`src/rtl/axil_pkg.sv`:
```
// Shared AXI4-Lite types: response codes and the channel FSM state encodings
// used by the register bank.
package axil_pkg;

  typedef enum logic [1:0] {
    OKAY   = 2'b00,
    SLVERR = 2'b10
  } axil_resp_t;

  typedef enum logic {
    W_IDLE = 1'b0,
    W_RESP = 1'b1
  } wr_state_t;

  typedef enum logic {
    R_IDLE = 1'b0,
    R_RESP = 1'b1
  } rd_state_t;

endpackage

```
`src/rtl/axil_reg_bank.sv`:
```
// AXI4-Lite slave register bank: NUM_REGS byte-strobed registers with readback,
// SLVERR on out-of-range decode, and a per-register write-update pulse.
module axil_reg_bank
  import axil_pkg::*;
#(
  parameter int                    DATA_WIDTH  = 32,
  parameter int                    ADDR_WIDTH  = 32,
  parameter int                    NUM_REGS    = 4,
  parameter logic [ADDR_WIDTH-1:0] ADDR_MASK   = 32'hC,
  parameter logic [DATA_WIDTH-1:0] RESET_VALUE = '0
) (
  input  logic                           aclk,
  input  logic                           arst_n,
  // write address channel
  input  logic [ADDR_WIDTH-1:0]          s_axi_awaddr,
  input  logic                           s_axi_awvalid,
  output logic                           s_axi_awready,
  // write data channel
  input  logic [DATA_WIDTH-1:0]          s_axi_wdata,
  input  logic [DATA_WIDTH/8-1:0]        s_axi_wstrb,
  input  logic                           s_axi_wvalid,
  output logic                           s_axi_wready,
  // write response channel
  output logic [1:0]                     s_axi_bresp,
  output logic                           s_axi_bvalid,
  input  logic                           s_axi_bready,
  // read address channel
  input  logic [ADDR_WIDTH-1:0]          s_axi_araddr,
  input  logic                           s_axi_arvalid,
  output logic                           s_axi_arready,
  // read data channel
  output logic [DATA_WIDTH-1:0]          s_axi_rdata,
  output logic [1:0]                     s_axi_rresp,
  output logic                           s_axi_rvalid,
  input  logic                           s_axi_rready,
  // fabric side
  output logic [NUM_REGS*DATA_WIDTH-1:0] reg_out,
  output logic [NUM_REGS-1:0]            reg_wr_pulse
);

  localparam int STRB_WIDTH = DATA_WIDTH / 8;

  if ((DATA_WIDTH % 8) != 0 || DATA_WIDTH < 8 || DATA_WIDTH > 64) begin : g_bad_data_width
    $error("axil_reg_bank: DATA_WIDTH must be a multiple of 8 in 8..64");
  end
  if (NUM_REGS < 1 || NUM_REGS > 16) begin : g_bad_num_regs
    $error("axil_reg_bank: NUM_REGS must be in 1..16");
  end

  wr_state_t  r_wr_state;
  rd_state_t  r_rd_state;
  axil_resp_t r_bresp;
  axil_resp_t r_rresp;

  logic [NUM_REGS-1:0][DATA_WIDTH-1:0] r_regs;
  logic [NUM_REGS-1:0]                 r_wr_pulse;
  logic [DATA_WIDTH-1:0]               r_rdata;

  logic [ADDR_WIDTH-1:0] w_aw_word;
  logic [ADDR_WIDTH-1:0] w_ar_word;
  logic [NUM_REGS-1:0]   w_aw_hit;
  logic [NUM_REGS-1:0]   w_ar_hit;
  logic [DATA_WIDTH-1:0] w_rd_data;
  logic                  w_wr_hs;
  logic                  w_rd_hs;

  // Masked-out address bits are dropped before the word index is formed, so
  // addresses differing only outside ADDR_MASK alias onto the same register.
  assign w_aw_word = (s_axi_awaddr & ADDR_MASK) >> 2;
  assign w_ar_word = (s_axi_araddr & ADDR_MASK) >> 2;

  // NOTE: every always_comb output gets a default before the loop; without it
  // an unmatched index would have to hold its old value and a latch is inferred.
  always_comb begin
    w_aw_hit  = '0;
    w_ar_hit  = '0;
    w_rd_data = '0;
    for (int i = 0; i < NUM_REGS; i++) begin
      w_aw_hit[i] = (w_aw_word == ADDR_WIDTH'(i));
      w_ar_hit[i] = (w_ar_word == ADDR_WIDTH'(i));
      if (w_ar_hit[i]) begin
        w_rd_data = r_regs[i];
      end
    end
  end

  // AW and W are only ever taken together, and never while a response is owed.
  assign w_wr_hs       = (r_wr_state == W_IDLE) && s_axi_awvalid && s_axi_wvalid;
  assign s_axi_awready = w_wr_hs;
  assign s_axi_wready  = w_wr_hs;
  assign s_axi_bvalid  = (r_wr_state == W_RESP);
  assign s_axi_bresp   = r_bresp;

  assign s_axi_arready = (r_rd_state == R_IDLE);
  assign w_rd_hs       = s_axi_arready && s_axi_arvalid;
  assign s_axi_rvalid  = (r_rd_state == R_RESP);
  assign s_axi_rresp   = r_rresp;
  assign s_axi_rdata   = r_rdata;

  assign reg_out      = r_regs;
  assign reg_wr_pulse = r_wr_pulse;

  // Write response path.
  // NOTE: sequential state is assigned with <= only, so every process sees
  // pre-edge values and the read/write paths can't race each other.
  always_ff @(posedge aclk or negedge arst_n) begin
    if (!arst_n) begin
      r_wr_state <= W_IDLE;
      r_bresp    <= OKAY;
    end else begin
      case (r_wr_state)
        W_IDLE: if (w_wr_hs) begin
          r_wr_state <= W_RESP;
          r_bresp    <= (|w_aw_hit) ? OKAY : SLVERR;
        end
        W_RESP: if (s_axi_bready) begin
          r_wr_state <= W_IDLE;
        end
        default: r_wr_state <= W_IDLE;
      endcase
    end
  end

  // Register array and update pulses.
  // NOTE: this is a small flop array, not a RAM macro, so every entry is
  // reset; a true memory would be left unreset and initialised by software.
  always_ff @(posedge aclk or negedge arst_n) begin
    if (!arst_n) begin
      r_regs     <= {NUM_REGS{RESET_VALUE}};
      r_wr_pulse <= '0;
    end else begin
      r_wr_pulse <= '0;
      if (w_wr_hs) begin
        for (int i = 0; i < NUM_REGS; i++) begin
          if (w_aw_hit[i]) begin
            r_wr_pulse[i] <= 1'b1;
            for (int b = 0; b < STRB_WIDTH; b++) begin
              if (s_axi_wstrb[b]) begin
                r_regs[i][b*8 +: 8] <= s_axi_wdata[b*8 +: 8];
              end
            end
          end
        end
      end
    end
  end

  // Read path: data captured from pre-edge register contents, so a same-cycle
  // write to the same register is not visible to this read.
  always_ff @(posedge aclk or negedge arst_n) begin
    if (!arst_n) begin
      r_rd_state <= R_IDLE;
      r_rresp    <= OKAY;
      r_rdata    <= '0;
    end else begin
      case (r_rd_state)
        R_IDLE: if (w_rd_hs) begin
          r_rd_state <= R_RESP;
          r_rdata    <= w_rd_data;
          r_rresp    <= (|w_ar_hit) ? OKAY : SLVERR;
        end
        R_RESP: if (s_axi_rready) begin
          r_rd_state <= R_IDLE;
        end
        default: r_rd_state <= R_IDLE;
      endcase
    end
  end

endmodule

```
`config.mk`:
```
export PLATFORM = sky130hd
export DESIGN_NAME = axil_reg_bank
export DESIGN_NICKNAME = d
export VERILOG_FILES = /design/src/rtl/axil_pkg.sv /design/src/rtl/axil_reg_bank.sv
export SDC_FILE = /design/constraint.sdc
export NUM_CORES = 1
export LEC_CHECK = 0
export BUFFER_PORTS_ARGS = -buffer_cell sky130_fd_sc_hd__buf_2
export CORE_ASPECT_RATIO = 0.7
export CORE_MARGIN = 3
export CORE_UTILIZATION = 36
export CTS_CLUSTER_DIAMETER = 120
export DETAILED_ROUTE_END_ITERATION = 6
export HOLD_SLACK_MARGIN = 0.05
export MAX_ROUTING_LAYER = met4
export PLACE_DENSITY = 0.66
export SYNTH_ARGS = -nofsm -noshare
export SYNTH_HDL_FRONTEND = slang
export SYNTH_SLANG_ARGS = --single-unit
```
`constraint.sdc`:
```
create_clock -name aclk -period 2.75 [get_ports aclk]
set_input_delay 0.4125 -clock aclk [delete_from_list [all_inputs] [get_ports aclk]]
set_output_delay 0.4125 -clock aclk [all_outputs]
set_load 0.01 [all_outputs]
```
* Word-level counts from Yosys, hierarchy flattened
Cells that the tools add are included.
Widths: inputs -> output; s select.
** Storage, ports and cells
- Register bits :: 170
- Bits of input ports :: 107
- Output and inout bits :: 173
- Word-level logic and storage cells :: 72
** Operators by class
- Equal/unequal tests :: 6
- Mux-type cells :: 17
- Bitwise operators :: 2
- Reduce and logical (&&, ||, !) cells :: 25
** Operator list (count)
- $mux 32 :: 4
- $logic_not 32->1 :: 2
- $reduce_and 3->1 :: 16
- $eq 2x2->1 const B :: 4
- $mux 1 :: 8
- $reduce_or 4->1 :: 2
- $eq 2x1->1 const B :: 2
- $mux 2 :: 2
- $mux 4 :: 1
- $pmux 1 s2 :: 2
- $reduce_and 2->1 :: 2
- $logic_and 1x1->1 :: 3
- $not 1->1 :: 2

* Logic depth before layout (Yosys ltp)
- Depth in word-level cells :: 5
- Gate-level depth with buffers :: 6
- Depth with buffers taken out :: 3

* Least setup slack after synthesis
Ideal clock, no wire load.
- Path kind :: reg2reg
- Start point :: register r_wr_state (netlist: s_axi_bvalid)
- End point :: register r_regs, in the netlist reg_out[10]
- Library setup time :: 0.125 ns
- Data arrival time :: 1.641 ns
- Required time :: 2.625 ns
- Path slack :: 0.984 ns
- Cell stages (with the launch flop) :: 5
- Path buffers :: 1
- Path through :: dfrtp_1 or4b_1 buf_6 nor2_8 mux2_2
** On the way
- Word-level cells in the longest chain between the ends :: 4
** Ends and longest elaborated chain
- from (decl) :: line axil_reg_bank.sv:50 : wr_state_t r_wr_state;
- from (signal assigned) :: line axil_reg_bank.sv:108 : r_wr_state <= W_IDLE;
- from (signal assigned) :: line axil_reg_bank.sv:113 : r_wr_state <= W_RESP;
- from (signal assigned) :: line axil_reg_bank.sv:117 : r_wr_state <= W_IDLE;
- $not 1->1 (no source line)
- $logic_and 1x1->1 (2 in a row) :: line axil_reg_bank.sv:88 : assign w_wr_hs = (r_wr_state == W_IDLE) && s_axi_awvalid && s_axi_wvalid;
- $reduce_and 3->1 (no source line)
- to (signal assigned) :: line axil_reg_bank.sv:129 : r_regs <= {NUM_REGS{RESET_VALUE}};
- to (signal, indexed assignment) :: line axil_reg_bank.sv:139 : r_regs[i][b*8 +: 8] <= s_axi_wdata[b*8 +: 8];
- to (decl) :: line axil_reg_bank.sv:55 : logic [NUM_REGS-1:0][DATA_WIDTH-1:0] r_regs;
No other way between the ends.
A chain may end at the register's enable or synchronous reset.

* Final worst setup path
- Start point :: register r_wr_state (netlist: s_axi_bvalid)
- End point :: register r_regs, in the netlist reg_out[23]
Same word-level chain as after synthesis.

==> reports/qor.yml <==
crit_chain: "or4b_1, nor2_8, mux2_2"
cts_tree: "yes"
core_area_sq_um: 19100
cts_repair_resize_count: 0
n_antenna_cell: 0
r2r_slack_ns: 0.59
path_class: "reg -> reg"
finalCriticalPeriod_ns: 2.16
hp-start: "s_axi_rready"
cts_setup_buffers: 0
design_area_sq_um: 9100
numPortBuffers: 217
drc: 0
dieWidth_microns: 174
synth.top_cells.by_area: "dfrtp_1, mux2_2, mux2i_1, o221ai_1, nand2_1"
ir_drop_uv: 353
critPathSlowestCell: "or4b_1"
outcome: "finished clean"
ys_ff_latch: 168
slowest_delay_ns: 0.90
pin_count: 280
hp-class: "in -> reg"
final_common_cell: "buf_2"
maxSlewViolCount: 0
path_max_fanout: 8
cts.sinks: 168
max-cap-violations: 0
gr-usage-all-layers_pct: 18.6
r2r_start: "s_axi_bvalid$_DFF_PN0_"
finalSetupViolations: 0
yosysSeqAreaShare_pct: 59.2
path_clk_slew_ns: 0.06
fin_skew_ns: 0.00815
critPathLaunchType: "register"
row_count: 42
grt_pass1_vias: 5173
routed_wl_microns: 19300
area_growth_pct: 28.2
synthCells: 488
postPlaceCellArea_sq_um: 8490
fmax_mhz: 464
numCtsBuffers: 17
fill_cells: 1727
syn_avg_cell_area_sq_um: 14.6
rsz0062_at_grt: "false"
synth_area_leader_cell: "dfrtp_1"
overflow: 0
drive_above_1_share_pct: 55.2
place_congestion: 0.822
cp.required_ns: 3.04
synth.distinct_cells: 27
p_per_area_nw_per_um2: 892
routedWlPerCell_microns: 19.6
cp-startpoint: "s_axi_bvalid$_DFF_PN0_"
arrival_ns: 2.45
drtPass1Iterations: 4
syn_area_sq_um: 7100
hold_violations: 0
clk_latency_ns: 0.41
antenna_found_initial: 0
initial_core_util_pct: 37.1
grt_pass1_wl_microns: 30000
cts_buffer_depth: 2
dieArea_sq_um: 21500
yosysWarnings: 0
vias_per_cell: 5.07
grt_max_degree: 67
ant_nets: 0
yosysTopAreaCellShare_pct: 59.2
cts_root_buf: "clkbuf_16"
layout.nets: 813
worst_pin_slew_ns: 0.972
cts_max_level: 4
vias: 4979
multi_input_area_sq_um: 2780
final_cell_mix: "buf_2, dfrtp_1, mux2_2, mux2i_1, nand2_1"
dp_hpwl_microns: 13600
finalCritPeriodShare_pct: 78.5
first_iter_violations: 276
slew-limit-headroom_pct: 35.1
seq_area_sq_um: 4200
p_leak_nw: 4.60
cp-end-kind: "register"
setup-tns-final_ns: 0
die_h_microns: 124
## per-stage QoR
stage / hold WS [ns] / instances / util (%) / setup slack (ns) / power (W)
detailed placement: 0.401 / 950 / 44.4 / 0.468 / 0.00574
global placement: 0.394 / 950 / 44.4 / 0.468 / 0.00563
CTS: 0.149 / 982 / 47.6 / 0.559 / 0.00821
finish: 0.175 / 982 / 47.6 / 0.593 / 0.00812
floorplan: 0.117 / 489 / - / 0.984 / 0.00465
global route: 0.177 / 982 / 47.6 / 0.514 / 0.00856
## cells by family after synthesis
family,count (synthesis),synth area share (%)
AO/OA/AOI/OAI,34,4.09
buffers and inverters,27,1.76
flip-flops,168,59.2
multiplexers,192,29.3
other,1,0.0528
AND/OR/NAND/NOR,66,5.57
## final timing paths
check                                                   end  cells after the start
worst max-delay path                reg_out[23]$_DFFE_PN0P_                      3
worst min-delay path                 s_axi_rvalid$_DFF_PN0_                      2
worst max register to register      reg_out[23]$_DFFE_PN0P_                      3
worst min register to register  s_axi_rdata[18]$_DFFE_PN0P_                      2
max in group asynchronous        s_axi_rdata[5]$_DFFE_PN0P_                      3
min in group asynchronous       s_axi_rdata[17]$_DFFE_PN0P_                      2
## per-layer routing
| layer | wire length [microns] | GRT usage [%] | share of wire, % |
|---|---|---|---|
| met1 | 9130 | 25.0 | 47 |
| met2 | 8680 | 28.2 | 45 |
| met3 | 1310 | 5.74 | 6.8 |
| met4 | 144 | 3.92 | 0.75 |
| met5 | 0 | - | 0 |
## area by class of cell
| cell class | count | share of cell area [%] |
|---|---|---|
| well taps | 264 | 3.63 |
| inverters | 3 | 0.124 |
| multi-input cells | 294 | 30.6 |
| flip-flops and latches | 168 | 46.2 |
| clock buffers | 21 | 5.06 |
| repair buffers | 222 | 12.9 |
| clock inverters | 10 | 1.57 |
## synthesized netlist by cell type
master,n
o21ai_0,2
nor2_2,12
or2_2,1
and2_1,2
nor3_1,1
nand2_1,36
nor2_8,4
buf_6,1
dfrtp_1,168
and3_1,1
o221ai_1,32
buf_1,4
or4b_1,1
mux2i_1,64
nand4b_1,1
nand3b_1,1
mux2_1,1
nand4bb_1,2
nor3b_1,2
buf_4,3
nand3_1,1
mux2_2,127
buf_2,4
nand2b_1,1
clkbuf_1,12
conb_1,1
inv_1,3
## power breakdown
part	internal (W)	leakage [nW]	switching (W)
logic	0.00102	2.19	0.00106
clock network	0.00148	0.294	0.000959
registers	0.00311	2.12	0.000489
## what timing repair did
| action | in CTS | in global routing |
|---|---|---|
| hold buffers | 1 | 0 |
| endpoints found under the hold margin | 53 | 0 |
| endpoints found under the setup margin | 0 | 0 |
## worst max-delay path: cells and delay by family, from the launching register on
kind | cells | cell delay (ns)
AND/OR/NAND/NOR | 2 | 1.23
multiplexers | 1 | 0.36
flip-flops | 1 | 0.44
## flip-flops by register name, summed over array words and instances (netlist names)
name and flops:
s_axi_bresp 1, reg_out 128, reg_wr_pulse 4, s_axi_rvalid 1, s_axi_rdata 32, s_axi_bvalid 1, s_axi_rresp 1
No activity file was read; power rests on OpenSTA's default activity.
